**src/rtl/dot_row_feeder.sv**
```systemverilog
// Row sequencer for the 784-element dot-product engine: preloads, streams 28 rows per neuron, captures results.
// Optional running signed argmax over the captured results when DOT_ARGMAX_EN is defined.
module dot_row_feeder #(
  parameter int NEURONS     = 10,
  parameter int ROWS        = 28,
  parameter int LANES       = 28,
  parameter int HOLD        = 7,
  parameter int RESULT_CNT  = 283,
  parameter int PIXEL_SIZE  = 10,
  parameter int WEIGHT_SIZE = 19,
  parameter int VALUE_SIZE  = 26
) (
  input  logic                           clk,
  input  logic                           GlobalReset,
  input  logic                           start,
  output logic                           busy,
  output logic                           rd_en,
  output logic [4:0]                     pix_addr,
  output logic [8:0]                     wgt_addr,
  input  logic [LANES*PIXEL_SIZE-1:0]    rd_pixels,
  input  logic [LANES*WEIGHT_SIZE-1:0]   rd_weights,
  output logic                           eng_rst_n,
  output logic [LANES*PIXEL_SIZE-1:0]    eng_pixels,
  output logic [LANES*WEIGHT_SIZE-1:0]   eng_weights,
  input  logic [VALUE_SIZE-1:0]          eng_value,
  output logic [VALUE_SIZE-1:0]          result,
  output logic [3:0]                     result_idx,
  output logic                           result_valid,
`ifdef DOT_ARGMAX_EN
  output logic [3:0]                     best_idx,
  output logic [VALUE_SIZE-1:0]          best_value,
`endif
  output logic                           done
);

  typedef enum logic [2:0] {
    S_IDLE,
    S_PRELOAD,
    S_RUN,
    S_NEXT,
    S_DONE
  } state_t;

  localparam logic [2:0] PH_LAST  = 3'(HOLD - 1);
  localparam logic [2:0] PH_PF    = 3'(HOLD - 2);
  localparam logic [4:0] ROW_LAST = 5'(ROWS - 1);
  localparam logic [8:0] CNT_END  = 9'(RESULT_CNT);
  localparam logic [8:0] ROWS9    = 9'(ROWS);
  localparam logic [3:0] N_LAST   = 4'(NEURONS - 1);

  state_t     state, state_nxt;
  logic [1:0] pcnt;
  logic [8:0] cnt;
  logic [2:0] ph;
  logic [4:0] row;
  logic [3:0] n;
  logic [8:0] wgt_base;
  logic       vld_p1;
  logic       start_acc;

  assign start_acc = (state == S_IDLE) && start;

  always_ff @(posedge clk or negedge GlobalReset) begin
    if (!GlobalReset) state <= S_IDLE;
    else              state <= state_nxt;
  end

  // Read requests are issued one cycle ahead of the cycle whose closing edge loads the engine registers.
  always_comb begin
    state_nxt = state;
    rd_en     = 1'b0;
    pix_addr  = 5'd0;
    wgt_addr  = 9'd0;
    done      = 1'b0;
    case (state)
      S_IDLE: begin
        if (start) state_nxt = S_PRELOAD;
      end
      S_PRELOAD: begin
        if (pcnt == 2'd0) begin
          rd_en    = 1'b1;
          wgt_addr = wgt_base;
        end
        if (pcnt == 2'd2) state_nxt = S_RUN;
      end
      S_RUN: begin
        if ((ph == PH_PF) && (row != ROW_LAST)) begin
          rd_en    = 1'b1;
          pix_addr = row + 5'd1;
          wgt_addr = wgt_base + {4'd0, row} + 9'd1;
        end
        if (cnt == CNT_END) state_nxt = S_NEXT;
      end
      S_NEXT: begin
        state_nxt = (n == N_LAST) ? S_DONE : S_PRELOAD;
      end
      S_DONE: begin
        done      = 1'b1;
        state_nxt = S_IDLE;
      end
      default: state_nxt = S_IDLE;
    endcase
  end

  always_ff @(posedge clk or negedge GlobalReset) begin
    if (!GlobalReset) begin
      busy         <= 1'b0;
      pcnt         <= 2'd0;
      cnt          <= 9'd0;
      ph           <= 3'd0;
      row          <= 5'd0;
      n            <= 4'd0;
      wgt_base     <= 9'd0;
      vld_p1       <= 1'b0;
      eng_rst_n    <= 1'b0;
      result       <= '0;
      result_idx   <= 4'd0;
      result_valid <= 1'b0;
    end else begin
      result_valid <= 1'b0;
      vld_p1       <= rd_en;
      eng_rst_n    <= (state_nxt == S_RUN);
      case (state)
        S_IDLE: begin
          if (start) begin
            busy     <= 1'b1;
            n        <= 4'd0;
            wgt_base <= 9'd0;
            pcnt     <= 2'd0;
          end
        end
        S_PRELOAD: begin
          pcnt <= pcnt + 2'd1;
          cnt  <= 9'd0;
          ph   <= 3'd0;
          row  <= 5'd0;
        end
        S_RUN: begin
          if (cnt != 9'h1FF) cnt <= cnt + 9'd1;
          if (ph == PH_LAST) begin
            ph <= 3'd0;
            if (row != ROW_LAST) row <= row + 5'd1;
          end else begin
            ph <= ph + 3'd1;
          end
          if (cnt == CNT_END) begin
            result       <= eng_value;
            result_idx   <= n;
            result_valid <= 1'b1;
          end
        end
        S_NEXT: begin
          pcnt <= 2'd0;
          if (n != N_LAST) begin
            n        <= n + 4'd1;
            wgt_base <= wgt_base + ROWS9;
          end
        end
        S_DONE: busy <= 1'b0;
        default: ;
      endcase
    end
  end

  // p1: row-buffer data returns one cycle after rd_en and is registered towards the engine.
  always_ff @(posedge clk or negedge GlobalReset) begin
    if (!GlobalReset) begin
      eng_pixels  <= '0;
      eng_weights <= '0;
    end else if (vld_p1) begin
      eng_pixels  <= rd_pixels;
      eng_weights <= rd_weights;
    end
  end

`ifdef DOT_ARGMAX_EN
  logic signed [VALUE_SIZE-1:0] run_val;
  logic [3:0]                   run_idx;

  // The running max is folded in at capture; the outputs only move when the job completes.
  always_ff @(posedge clk or negedge GlobalReset) begin
    if (!GlobalReset) begin
      run_val    <= '0;
      run_idx    <= 4'd0;
      best_value <= '0;
      best_idx   <= 4'd0;
    end else if (start_acc) begin
      run_val    <= '0;
      run_idx    <= 4'd0;
      best_value <= '0;
      best_idx   <= 4'd0;
    end else begin
      if ((state == S_RUN) && (cnt == CNT_END)) begin
        if ((n == 4'd0) || ($signed(eng_value) > run_val)) begin
          run_val <= $signed(eng_value);
          run_idx <= n;
        end
      end
      if ((state == S_NEXT) && (n == N_LAST)) begin
        best_value <= run_val;
        best_idx   <= run_idx;
      end
    end
  end
`else
  logic unused_start_acc;
  assign unused_start_acc = start_acc;
`endif

endmodule

```
**config.mk**
```make
export PLATFORM = sky130hd
export DESIGN_NAME = dot_row_feeder
export DESIGN_NICKNAME = d
export VERILOG_FILES = /design/src/rtl/dot_row_feeder.sv
export SDC_FILE = /design/constraint.sdc
export NUM_CORES = 1
export LEC_CHECK = 0
export CORE_AREA = 5 5 657 659
export CTS_BUF_LIST = sky130_fd_sc_hd__clkbuf_4
export DETAILED_ROUTE_END_ITERATION = 8
export DIE_AREA = 0 0 662 664
export GPL_TIMING_DRIVEN = 0
export REMOVE_ABC_BUFFERS = 1
export SLEW_MARGIN = 15
export SYNTH_ARGS = -nofsm -noshare
export SYNTH_HDL_FRONTEND = slang
export SYNTH_SLANG_ARGS = --single-unit
```
**constraint.sdc**
```tcl
create_clock -name clk -period 3.2 [get_ports clk]
set_input_delay 0.48 -clock clk [delete_from_list [all_inputs] [get_ports clk]]
set_output_delay 0.48 -clock clk [all_outputs]
set_load 0.02 [all_outputs]
```
-- Yosys cells after proc, flatten, opt, wreduce, memory -nomap -nowiden
Cells that the tools add are included.
- bitwise gates (word level): 0
- multiply operators: 0
- shift-type cells: 0
- divide/modulo/power cells: 0
- add/sub/neg operators: 8
- reduce and logical (&&, ||, !) cells: 13
- magnitude comparators: 0
- equal/unequal tests: 18
- muxes and demuxes: 33
- operators by type and width (cell ; count):
    one-hot mux 9 bit (2 select lines) ; 3
    2-to-1 mux 9 bit ; 5
    2-to-1 mux 5 bit ; 4
    adder 9 x 1 -> 9 bit (second input constant) ; 2
    2-to-1 mux 3 bit ; 5
    one-hot mux 3 bit (4 select lines) ; 1
    inequality test 2 bit (second input constant) ; 5
    one-hot mux 5 bit (2 select lines) ; 1
    adder 9 x 5 -> 9 bit ; 1
    adder 9 x 5 -> 9 bit (second input constant) ; 1
    == test 3 x 2 -> 1 bit (second input constant) ; 3
    == test 3 bit (second input constant) ; 3
    == test 9 bit (second input constant) ; 1
    inequality test 9 bit (second input constant) ; 1
    2-to-1 mux 4 bit ; 2
    one-hot mux 4 bit (2 select lines) ; 1
    AND reduction 2 bit ; 4
    2-to-1 mux 1 bit ; 6
    one-hot mux 2 bit (3 select lines) ; 1
    one-hot mux 3 bit (2 select lines) ; 1
    AND reduction 3 bit ; 2
    nonzero test 2 bit ; 3
    adder 5 x 1 -> 5 bit (second input constant) ; 1
    inequality test 5 bit (second input constant) ; 1
    other kinds (13) ; 14
- register bits: 881
- memory bits (read-only): 0
- memories kept: 0
- bits in latches: 0
- RAM bits: 0
- output and inout port bits: 861
- bits of input ports: 841

-- Depth between registers and ports, before layout
Gate-level depths: netlist of the first run.
- depth in word-level cells: 4
- mapped depth: 9
- mapped depth without buffers: 8

-- Worst setup path before layout of the first run
OpenSTA, ideal clock, no wires.
- path kind: reg-to-reg
- start point: register cnt[0]
- end point: register cnt[7]
- slack: 0.913 ns
- clock period less this slack: 2.287 ns
- stages on the path, launching flop included: 10
- data required time: 3.123 ns
- arrival time: 2.209 ns
- cells stage by stage: dfrtp_1 ha_1 nand3_1 nor2_1 ha_1 or3b_1 a21o_1 buf_6 or4_1 a21oi_1
- word-level cells in the longest chain between the ends: 3
- elaborated cells on any way between the ends: 6
- those cells by class: add/sub (1); eq/ne (2); mux (2); reduce/logical (1)
- RTL lines (what ; line ; text):
    start: declaration ; 53 ; logic [8:0] cnt;
    start signal: assignment ; 139 ; if (cnt != 9'h1FF) cnt <= cnt + 9'd1;
    adder 9 x 1 -> 9 bit / inequality test 9 bit (equally long branches) ; 139 ;
    2-to-1 mux 9 bit / inequality test 2 bit (equally long branches) ; -- ;
    one-hot mux 9 bit (2 select lines) / AND reduction 2 bit (equally long branches) ; -- ;
Several ways; a longest one is shown, not always the timed one. The select of a mux whose other input is x is not followed.
A chain may end at the register's enable or synchronous reset.

-- Worst setup path in the final report of the first run
- start point: register row[0]
- end point: output wgt_addr[5]
- word-level cells in the longest chain between the ends: 4
- elaborated cells on any way between the ends: 6
- those cells by class: add/sub (2); eq/ne (1); mux (2); reduce/logical (1)
- RTL lines (what ; line ; text):
    start: declaration ; 55 ; logic [4:0] row;
    start signal: assignment ; 142 ; if (row != ROW_LAST) row <= row + 5'd1;
    adder 9 x 5 -> 9 bit / inequality test 5 bit (equally long branches) ; 90, 87 ;
    adder 9 x 1 -> 9 bit / logical AND 1 bit (equally long branches) ; 90, 87 ;
    2-to-1 mux 9 bit (*) ; 87 ; if ((ph == PH_PF) && (row != ROW_LAST)) begin
    one-hot mux 9 bit (2 select lines) (*) ; 75 ; case (state)
    end: declaration ; 19 ; output logic [8:0] wgt_addr,
Mark *: on every way between the ends. The rest lies on a longest branch, timed or not.

==> results of run 1 <==
-- layout make-up --
type                    count  share of cell area, %
repair buffers           2682                   37.6
clock buffers             436                   4.58
flip-flops and latches    879                   30.8
multi-input cells        1030                   15.4
well taps                5687                   9.97
inverters                  12                 0.0631
clock inverters            91                  0.801
diodes                    228                  0.799
-- worst min-delay path, cell delays in order --
cell and delay [ns]:
dlygate4sd3_1 0.54, clkdlybuf4s50_1 0.48, mux2_2 0.13
-- state kept, by name, summed over array words and instances, names as in the netlist, 2 cells and up --
register	flops
cnt	9
eng_pixels	280
eng_weights	532
n	4
pcnt	2
ph	3
result	26
result_idx	4
row	5
state	3
wgt_base	7
-- worst min path at each step --
stage,from,endpoint,cells past startpoint
final,rd_weights[24],eng_weights[24],3
after global routing,rd_pixels[256],eng_pixels[256],3
after CTS,rd_weights[364],eng_weights[364],3
after detailed placement,GlobalReset,eng_weights[160],1
after global placement,pcnt[0],pcnt[0],1
after floorplan,GlobalReset,busy,0
-- Yosys cell counts, types with 4 or more instances --
| cell type | number | share of area (%) |
|---|---|---|
| ha_1 | 12 | 0.45 |
| nor2_1 | 22 | 0.25 |
| mux2_1 | 29 | 0.99 |
| nand3_1 | 15 | 0.23 |
| o31ai_1 | 4 | 0.091 |
| buf_2 | 7 | 0.11 |
| or4_1 | 4 | 0.091 |
| nor3_1 | 6 | 0.091 |
| a21oi_1 | 12 | 0.18 |
| mux2_2 | 814 | 28 |
| xnor2_1 | 7 | 0.18 |
| o211ai_1 | 4 | 0.091 |
| xor2_1 | 6 | 0.16 |
| dfrtp_1 | 879 | 66 |
| nand2_1 | 21 | 0.24 |
| o21ai_0 | 12 | 0.18 |
| a22o_1 | 5 | 0.13 |
| nand3b_1 | 4 | 0.091 |
| inv_1 | 12 | 0.14 |
| clkbuf_1 | 91 | 1.0 |
| o21ai_1 | 8 | 0.12 |
-- cell families after synthesis --
group,after synthesis
fa+ha+maj,12
xor+xnor,13
mux,843
buf+inv,114
flops,879
compound gates,59
simple gates,103
-- power groups by stage --
stage,registers (W),logic (W),clock network (W)
after floorplan,0.0128,0.000481,0
after global placement,0.0122,0.00448,0
after detailed placement,0.0121,0.00460,0
after CTS,0.0119,0.00595,0.0142
after global routing,0.0120,0.00602,0.0147
final,0.0119,0.00571,0.0132
-- per-stage QoR --
stage / setup WS, ns / std cells
after global placement: -46.80 / 9309
after detailed placement: -0.0733 / 9337
after floorplan: -15.59 / 1921
final: -0.335 / 11000
after global routing: -0.599 / 10900
after CTS: -0.669 / 10800
-- what timing repair did --
item	4_1_cts	5_1_grt
setup buffers	27	10
pin swaps	15	19
gates cloned	0	0
hold buffers	917	0
endpoints found under the hold margin	1577	0
gates resized for setup	708	7
endpoints found under the setup margin	490	16
-- routing by layer --
metal | vias up | wire length (µm) | global-route usage, %
met5 | - | 1230 | 0
met4 | 194 | 18600 | 5.55
met3 | 1053 | 43000 | 8.14
met2 | 2149 | 168000 | 26.5
met1 | 15700 | 127000 | 16.5
li1 | 13500 | - | -
==> results.cfg, run 1 <==
[status]
status = finished, violations left
violations = negative setup slack

[sta]
rsz0062_at_grt = yes
min_period_ns = 3.53
max_freq_ghz = 0.283
fin_tns_setup_ns = -2.57
tightestPinTransition_ns = 0.865
hold_violations = 0
max-slew-margin-rel_pct = 42.2
finalSetupViolations = 15
hold_slack_ns = 0.305
fin_skew_ns = 0.127
min_period_over_period_pct = 110
fin_ws_ns = -0.335
drv_slew = 0

[die]
die-area_um2 = 440000
initial_utilization_pct = 7.79
fp.dieH_um = 664
ios = 1702
die_x_um = 662
rows = 240
fp.coreArea_um2 = 426000

[clock_tree]
cts-root-buf = clkbuf_4
cts_max_level = 5
clk_latency_ns = 1.38
clockBufferDepth = 4
cts_made_buffers = 311
clk_pin_slew_ns = 0.06
clock-sinks = 879
cts_tree = done

[synthesis]
synth.avg_cell_area_um2 = 16.4
synth_warnings = 0
synth_top_family_by_area = multiplexers
synth-edff-count = 0
synthSimpleGateAreaFrac_pct = 1.74
synth-seq-area-share_pct = 66.3
ys.flop_type = dfrtp_1
syn_inst = 2023
ys_types = 50
synthAdderAreaFrac_pct = 0.453
syn-cell-area_um2 = 33200
synth-async-reset-ratio_pct = 100
ys_ff_latch = 879
synth_compound_area_share_pct = 1.14
synth_xor_area_share_pct = 0.343
synth_mux_area_share_pct = 28.6

[power]
seq_power_share_pct = 38.7
power.density_nw_per_um2 = 433
power.total_w = 0.0309
switching_share_pct = 31.6
p_int_w = 0.0211
pwr-share-clk_pct = 42.9
power.net_switching_w = 0.00978
comb_power_share_pct = 18.5
ir_worst_vdd_uv = 241
p_leak_nw = 27.9

[worst_setup_path]
required_ns = 2.72
path_delay_family = simple AND/OR/NAND/NOR gates
worstSetupEndpointType = primary output
r2r_cells = 7
ff2ff_setup_slack_ns = 0.13
reg2reg_from = vld_p1
worst-path-stages = 6
r2r-end = eng_weights[68]
crit_fanout = 4
startpoint_type = flip-flop
critPathCapture = wgt_addr[5]
cp.buffers_inverters = 1
crit_start = row[0]
path_cells = ha_4 > nand4b_1 > and4bb_2 > or3b_4 > o21ai_4 > buf_6
worst_ep_arrival_time_ns = 3.05
critical_path.max_stage_delay_ns = 0.43
path_class = flip-flop to primary output
slowest_stage = dfrtp_2

[cells_and_area]
layout.cells.most_common_list = clkdlybuf4s50_1 (1210), dlygate4sd3_1 (916), dfrtp_1 (868)
fill_cells = 46900
stdcell_area_um2 = 71400
fin_nets = 5769
final_common_cell = clkdlybuf4s50_1
seq_area_um2 = 22000
drive_gt1_share_pct = 28.0
multi_input_area_um2 = 11000
post-route-util_pct = 16.8
area_delta_synth_final_pct = 115

[global_routing]
grt_pass1_wl_mm = 429
grt-ovfl-total = 0
grtUsageTotal_pct = 15.6
antenna_found_initial = 539
grt_pass1_vias = 33200
grt_max_degree = 134

[route]
drc = 0
firstDrtPassIters = 5
routed_wirelength_mm = 358
final_antenna_net_count = 0
wl_per_cell_um = 32.4
drt-initial-drc-count = 1650
avgViaCountPerCell = 2.95
vias = 32600

[place]
gp_congestion = 0.916
dpl-instance-area_um2 = 57700
portBuffers = 1701
dp_hpwl_mm = 310

[hold_path]
hold_class = primary input to flip-flop

[flow_run]
cap_violations = 0
Note: power is estimated with default switching activity, not from simulation.
==> run 2: changes to the inputs <==
--- a/config.mk
+++ b/config.mk
@@ -10,6 +10,7 @@
 export DETAILED_ROUTE_END_ITERATION = 8
 export DIE_AREA = 0 0 662 664
 export GPL_TIMING_DRIVEN = 0
+export HOLD_SLACK_MARGIN = 0.06
 export REMOVE_ABC_BUFFERS = 1
 export SLEW_MARGIN = 15
 export SYNTH_ARGS = -nofsm -noshare
==> run 2 against run 1 <==
The flow still finishes with violations (negative setup slack). Worst hold slack improved by 0.022 ns. Register-to-register slack gained 0.03 ns. Via count rose by 2.1%. Flip-flop and latch count is the same. Combinational power grew 2%. Cell area up 1.5%. Largest cell class unchanged. Highest routed layer unchanged.
==> results.cfg, run 2 (synthesis gave the netlist of run 1 again) <==
[sta]
fin_ws_ns = -0.347
max-slew-margin-rel_pct = 42.5
fin_tns_setup_ns = -2.89
max_freq_ghz = 0.282
fin_skew_ns = 0.126
min_period_over_period_pct = 111
finalSetupViolations = 15
tightestPinTransition_ns = 0.860
min_period_ns = 3.55
rsz0062_at_grt = yes
hold_violations = 0
drv_slew = 0

[power]
power.total_w = 0.0310
ir_worst_vdd_uv = 240
p_leak_nw = 28.3
power.density_nw_per_um2 = 428

[die]
rows = 240
initial_utilization_pct = 7.79
fp.dieH_um = 664
ios = 1702
die-area_um2 = 440000
die_x_um = 662
fp.coreArea_um2 = 426000

[global_routing]
grt_max_degree = 134
grt-ovfl-total = 0
grtUsageTotal_pct = 15.7
antenna_found_initial = 538
grt_pass1_wl_mm = 432
grt_pass1_vias = 33700

[place]
gp_congestion = 0.916
dp.cells = 9337
dpl-instance-area_um2 = 57700
portBuffers = 1701
dp_hpwl_mm = 310

[worst_setup_path]
path_class = flip-flop to primary output
worst_ep_arrival_time_ns = 3.07
crit_fanout = 2
required_ns = 2.72
worstSetupEndpointType = primary output
startpoint_type = flip-flop

[route]
vias = 33300
firstDrtPassIters = 5
final_antenna_net_count = 0
drc = 0
highest_layer = met5
wl_per_cell_um = 32.3
dr_wl_met2_mm = 170
wl_met3_mm = 43.2
routed_wirelength_mm = 360
drt-met1-wl_mm = 127
drt-initial-drc-count = 1673
avgViaCountPerCell = 2.99

[status]
violations = negative setup slack
status = finished, violations left

[clock_tree]
clk_pin_slew_ns = 0.07
cts_max_level = 5
clock-sinks = 879
clk_latency_ns = 1.39
cts_made_buffers = 311
cts-root-buf = clkbuf_4
clockBufferDepth = 4
cts_tree = done

[cells_and_area]
instances_no_fill = 11200
regMostFlops = eng_weights
fin_nets = 5876
post-route-util_pct = 17.0
layout.cells.most_common_list = clkdlybuf4s50_1 (1210), dlygate4sd3_1 (1022), dfrtp_1 (868)
final_common_cell = clkdlybuf4s50_1
reg.largest.list = eng_weights: 532 flops, eng_pixels: 280 flops, result: 26 flops
area_delta_synth_final_pct = 119
drive_gt1_share_pct = 27.4
largest_reg_flops = 532
stdcell_area_um2 = 72500

[flow_run]
cap_violations = 0

[hold_path]
hold_class = primary input to flip-flop
==> run 2: cell count changes in the layout (fill, tap and decap cells not counted), sizes merged <==
cell,before,now
clkbuf,436,437
diode,228,232
dlygate4sd3,916,1022
==> run 2: path summary, 6_finish.rpt <==
path | slack, ns | endpoint | from | cells past startpoint
min in group asynchronous | 0.95 | eng_weights[174] | GlobalReset | 5
max in group asynchronous | 0.21 | eng_weights[206] | GlobalReset | 8
setup / recovery | -0.35 | wgt_addr[5] | wgt_base[2] | 6
hold / removal | 0.33 | eng_pixels[252] | rd_pixels[252] | 3
hold reg to reg | 0.49 | result[14] | result[14] | 1
setup reg to reg | 0.16 | eng_weights[68] | vld_p1 | 7
==> run 2: routing by layer <==
metal | up-vias | track usage [%]
met2 | 2231 | 26.6
met1 | 16100 | 16.5
li1 | 13700 | -
met5 | - | 0
met4 | 206 | 5.67
met3 | 1056 | 8.21
==> run 2: per-stage QoR <==
stage | setup WS (ns) | hold WS [ns]
3_5_place_dp | -0.0733 | 0.401
4_1_cts | -0.669 | 0.0603
3_3_place_gp | -46.80 | 0.476
5_1_grt | -0.603 | 0.109
6_report | -0.347 | 0.327
2_1_floorplan | -15.59 | 0.184
==> run 2: layout make-up <==
cell class | instances | area [µm²]
multi-input combinational | 1030 | 11000
timing repair buffer | 2789 | 27900
inverter | 12 | 45.0
sequential | 879 | 22000
clock buffer | 436 | 3270
antenna | 232 | 581
fill | 46800 | 353000
tap | 5687 | 7120
clock inverter | 91 | 572
==> run 2: critical path, cell delays in order, from the launching register on <==
cell and delay, ns:
dfrtp_2 0.44, ha_4 0.30, nand3_4 0.07, a211o_1 0.29, or3b_4 0.39, o21ai_4 0.09, buf_6 0.15
==> run 2: timing repair <==
action / CTS / global route
setup endpoints to repair: 490 / 149
gates cloned: 0 / 1
endpoints found under the hold margin: 1594 / 0
hold buffers: 1023 / 0
pin swaps: 15 / 19
setup buffers: 27 / 10
gates resized for setup: 708 / 7
==> run 2: where the power goes <==
part / switching (W) / leakage (nW) / internal (W)
Clock: 0.00653 / 2.29 / 0.00672
Sequential: 0.000282 / 10.2 / 0.0117
Combinational: 0.00301 / 15.8 / 0.00282
Total: 0.00983 / 28.3 / 0.0212
==> run 3: changes to the inputs <==
--- a/config.mk
+++ b/config.mk
@@ -5,10 +5,11 @@
 export SDC_FILE = /design/constraint.sdc
 export NUM_CORES = 1
 export LEC_CHECK = 0
-export CORE_AREA = 5 5 657 659
+export CORE_AREA = 5 5 654 656
 export CTS_BUF_LIST = sky130_fd_sc_hd__clkbuf_4
 export DETAILED_ROUTE_END_ITERATION = 8
-export DIE_AREA = 0 0 662 664
+export DIE_AREA = 0 0 659 661
+export DONT_BUFFER_PORTS = 1
 export GPL_TIMING_DRIVEN = 0
 export HOLD_SLACK_MARGIN = 0.06
 export REMOVE_ABC_BUFFERS = 1
==> constraint.sdc (replaced) <==
create_clock -name clk -period 2.9 [get_ports clk]
set_input_delay 0.435 -clock clk [delete_from_list [all_inputs] [get_ports clk]]
set_output_delay 0.435 -clock clk [all_outputs]
set_load 0.02 [all_outputs]
==> run 3 against run 2 <==
The run now fails in clock tree synthesis. Area after synthesis is the same. Synthesized cell count unchanged.
==> results.cfg, run 3 <==
[synthesis]
synth_top_family_by_area = multiplexers
synth_compound_area_share_pct = 1.14
syn_inst = 2023
synth_commonest_cells = dfrtp_1 (879), mux2_2 (814), clkbuf_1 (91), mux2_1 (29), nor2_1 (22)
yosysMostFrequentCell = dfrtp_1
ys.flop_type = dfrtp_1
synth-edff-count = 0
synth_xor_area_share_pct = 0.343
synth.avg_cell_area_um2 = 16.4
syn-cell-area_um2 = 33200
synth-seq-area-share_pct = 66.3
synthSimpleGateAreaFrac_pct = 1.74
yosys.area.top_type = dfrtp_1
synth_mux_area_share_pct = 28.6
synth_area_leaders = dfrtp_1 (66%), mux2_2 (28%), clkbuf_1 (1.0%), mux2_1 (0.99%), ha_1 (0.45%)
synth_warnings = 0
ys_ff_latch = 879
ys_types = 50
synth-async-reset-ratio_pct = 100
synthAdderAreaFrac_pct = 0.453
synth_top_area_share_pct = 66.3

[place]
dpl-instance-area_um2 = 40300
dp_hpwl_mm = 325
portBuffers = 0
dp.cells = 7487
pre_cts_ws_ns = -0.274
gp_congestion = 0.917

[die]
ios = 1702
fp.dieH_um = 661
initial_utilization_pct = 7.86
rows = 239
die_x_um = 659

[clock_tree]
holdBufCountCts = 1609
cts_max_level = 5
cts_resized = 137
clock-sinks = 879
cts_made_buffers = 301
cts-root-buf = clkbuf_4
clockBufferDepth = 4
post_cts_buffers = 34

[status]
status = stopped before the end
lastStage = clock tree synthesis
stop_error = [ERROR RSZ-0060] Max buffer count reached.
## run 3: cell counts after synthesis
No cell type changed its count.
## run 3: stage by stage
step	util, %	hold WS, ns
2_1_floorplan	-	0.139
3_3_place_gp	9.41	0.166
3_5_place_dp	9.57	0.142
## run 3: logic make-up after synthesis
kind of cell    count (synthesis)
flops                         879
mux                           843
buf+inv                       114
simple gates                  103
compound gates                 59
xor+xnor                       13
fa+ha+maj                      12
==> run 4: changes to the inputs <==
--- a/config.mk
+++ b/config.mk
@@ -5,13 +5,12 @@
 export SDC_FILE = /design/constraint.sdc
 export NUM_CORES = 1
 export LEC_CHECK = 0
-export CORE_AREA = 5 5 654 656
-export CTS_BUF_LIST = sky130_fd_sc_hd__clkbuf_4
+export CORE_AREA = 5 5 665 667
 export DETAILED_ROUTE_END_ITERATION = 8
-export DIE_AREA = 0 0 659 661
+export DIE_AREA = 0 0 670 672
 export DONT_BUFFER_PORTS = 1
 export GPL_TIMING_DRIVEN = 0
-export HOLD_SLACK_MARGIN = 0.06
+export PLACE_DENSITY_LB_ADDON = 0.15
 export REMOVE_ABC_BUFFERS = 1
 export SLEW_MARGIN = 15
 export SYNTH_ARGS = -nofsm -noshare
==> constraint.sdc (replaced) <==
create_clock -name clk -period 3.77 [get_ports clk]
set_input_delay 0.5655 -clock clk [delete_from_list [all_inputs] [get_ports clk]]
set_output_delay 0.5655 -clock clk [all_outputs]
set_load 0.02 [all_outputs]
==> run 4 against run 3 <==
The flow now finishes without violations.
==> results.cfg, run 4 (synthesis gave the netlist of run 1 again) <==
[clock_tree]
cts_max_level = 4
cts-root-buf = clkbuf_16
clock-sinks = 879
cts_made_buffers = 142
clk_latency_ns = 0.84
clk_pin_slew_ns = 0.06
cts_tree = done
clockBufferDepth = 4

[sta]
hold_violations = 0
max-slew-margin-rel_pct = 25.9
drv_slew = 0
finalSetupViolations = 0
min_period_over_period_pct = 94.7
fin_skew_ns = 0.0401
rsz0062_at_grt = no
fin_tns_setup_ns = 0
hold_slack_ns = 0.259
min_period_ns = 3.57
max_freq_ghz = 0.280
tightestPinTransition_ns = 1.11

[power]
power.net_switching_w = 0.00776
p_leak_nw = 20.1
power.density_nw_per_um2 = 503
p_int_w = 0.0196
comb_power_share_pct = 6.3
ir_worst_vdd_uv = 247
switching_share_pct = 28.3
pwr-share-clk_pct = 52.5
seq_power_share_pct = 41.2

[flow_run]
cap_violations = 0

[worst_setup_path]
required_ns = 3.20
r2r-end = eng_weights[464]
slowest_stage = dfrtp_1
r2r_cells = 6
worst_ep_arrival_time_ns = 3.01
worstSetupEndpointType = primary output
startpoint_type = flip-flop
reg2reg_from = vld_p1
critical_path.max_stage_delay_ns = 0.54
path_cells = ha_1 > nand4b_1 > and4bb_2 > or3b_1 > o21ai_4
crit_fanout = 9
crit_start = row[0]
path_class = flip-flop to primary output
ff2ff_setup_slack_ns = 1.06

[route]
drt-initial-drc-count = 1068
drc = 0
firstDrtPassIters = 5
routed_wirelength_mm = 275
avgViaCountPerCell = 2.64
final_antenna_net_count = 0
wl_per_cell_um = 30.8
vias = 23600

[cells_and_area]
final_common_cell = dfrtp_1
regMostFlops = eng_weights
area_delta_synth_final_pct = 64.2
drive_gt1_share_pct = 35.9
post-route-util_pct = 12.5
reg.largest.list = eng_weights: 532 flops, eng_pixels: 280 flops, result: 26 flops
layout.cells.most_common_list = dfrtp_1 (878), dlygate4sd3_1 (840), mux2_2 (814)
fill_cells = 49000
fin_nets = 3786
largest_reg_flops = 532

[global_routing]
grtUsageTotal_pct = 11.7
grt-ovfl-total = 0
antenna_found_initial = 394
grt_pass1_vias = 24100
grt_max_degree = 159
grt_pass1_wl_mm = 334

[die]
die_x_um = 670
ios = 1702
die-area_um2 = 450000
rows = 243
fp.dieH_um = 672
fp.coreArea_um2 = 436000
initial_utilization_pct = 7.60

[place]
portBuffers = 0
dp_hpwl_mm = 236
gp_congestion = 0.857

[status]
status = complete, no violations

[hold_path]
hold_class = primary input to asynchronous set/reset pin
## run 4: how the worst max path moves through the flow
stage	to	slack, ns	cells after the start
after floorplan	eng_pixels[0]	-15.02	1
after global placement	eng_weights[214]	-29.33	1
after detailed placement	wgt_addr[5]	0.56	4
after CTS	wgt_addr[7]	0.03	4
after global routing	wgt_addr[7]	0.03	5
final	wgt_addr[5]	0.20	5
## run 4: critical path: cells and delay by family (launching register included)
family / cells / cell delay, ns
DFF: 1 / 0.54
adders and majority gates: 1 / 0.35
AOI/OAI and AO/OA: 1 / 0.21
and+or+nand+nor: 3 / 1.04
## run 4: layout make-up
| type | instances | area, µm² | share of cell area, % |
|---|---|---|---|
| Sequential cell | 879 | 22000 | 40.4 |
| Multi-Input combinational cell | 1030 | 10800 | 19.9 |
| Timing Repair Buffer | 868 | 9130 | 16.8 |
| Tap cell | 5757 | 7200 | 13.2 |
| Clock buffer | 191 | 4060 | 7.46 |
| Clock inverter | 54 | 826 | 1.52 |
| Antenna cell | 138 | 345 | 0.634 |
| Inverter | 12 | 45.0 | 0.0827 |
## run 4: through the flow
stage | power [W] | cells | worst slack, ns | area, µm²
2_1_floorplan | 0.0113 | 1921 | -15.02 | 32800
3_3_place_gp | 0.0121 | 7678 | -29.33 | 40000
3_5_place_dp | 0.0123 | 7705 | 0.563 | 40700
5_1_grt | 0.0288 | 8861 | 0.0286 | 54300
6_report | 0.0274 | 8929 | 0.199 | 54400
4_1_cts | 0.0285 | 8791 | 0.0268 | 54100
## run 4: repair_timing
item | CTS | global route
setup endpoints to repair | 11 | 4
hold endpoints to repair | 1084 | 0
setup buffers | 1 | 0
gates resized for setup | 15 | 2
pin swaps | 0 | 2
hold buffers | 840 | 0
## run 4: power by group through the flow
| stage | Clock, W | Sequential [W] | Combinational (W) |
|---|---|---|---|
| after floorplan | 0 | 0.0109 | 0.000408 |
| after global placement | 0 | 0.0116 | 0.000452 |
| after detailed placement | 0 | 0.0116 | 0.000722 |
| after CTS | 0.0153 | 0.0114 | 0.00180 |
| after global routing | 0.0155 | 0.0114 | 0.00188 |
| final | 0.0144 | 0.0113 | 0.00172 |
## run 4: metal layers
metal  routed length (µm)  track usage [%]  vias up
li1                     -                -     9317
met1                93800             11.9    11900
met2               136000             20.4     1529
met3                34300             6.75      663
met4                 9900             3.43      204
met5                 1290                0        -
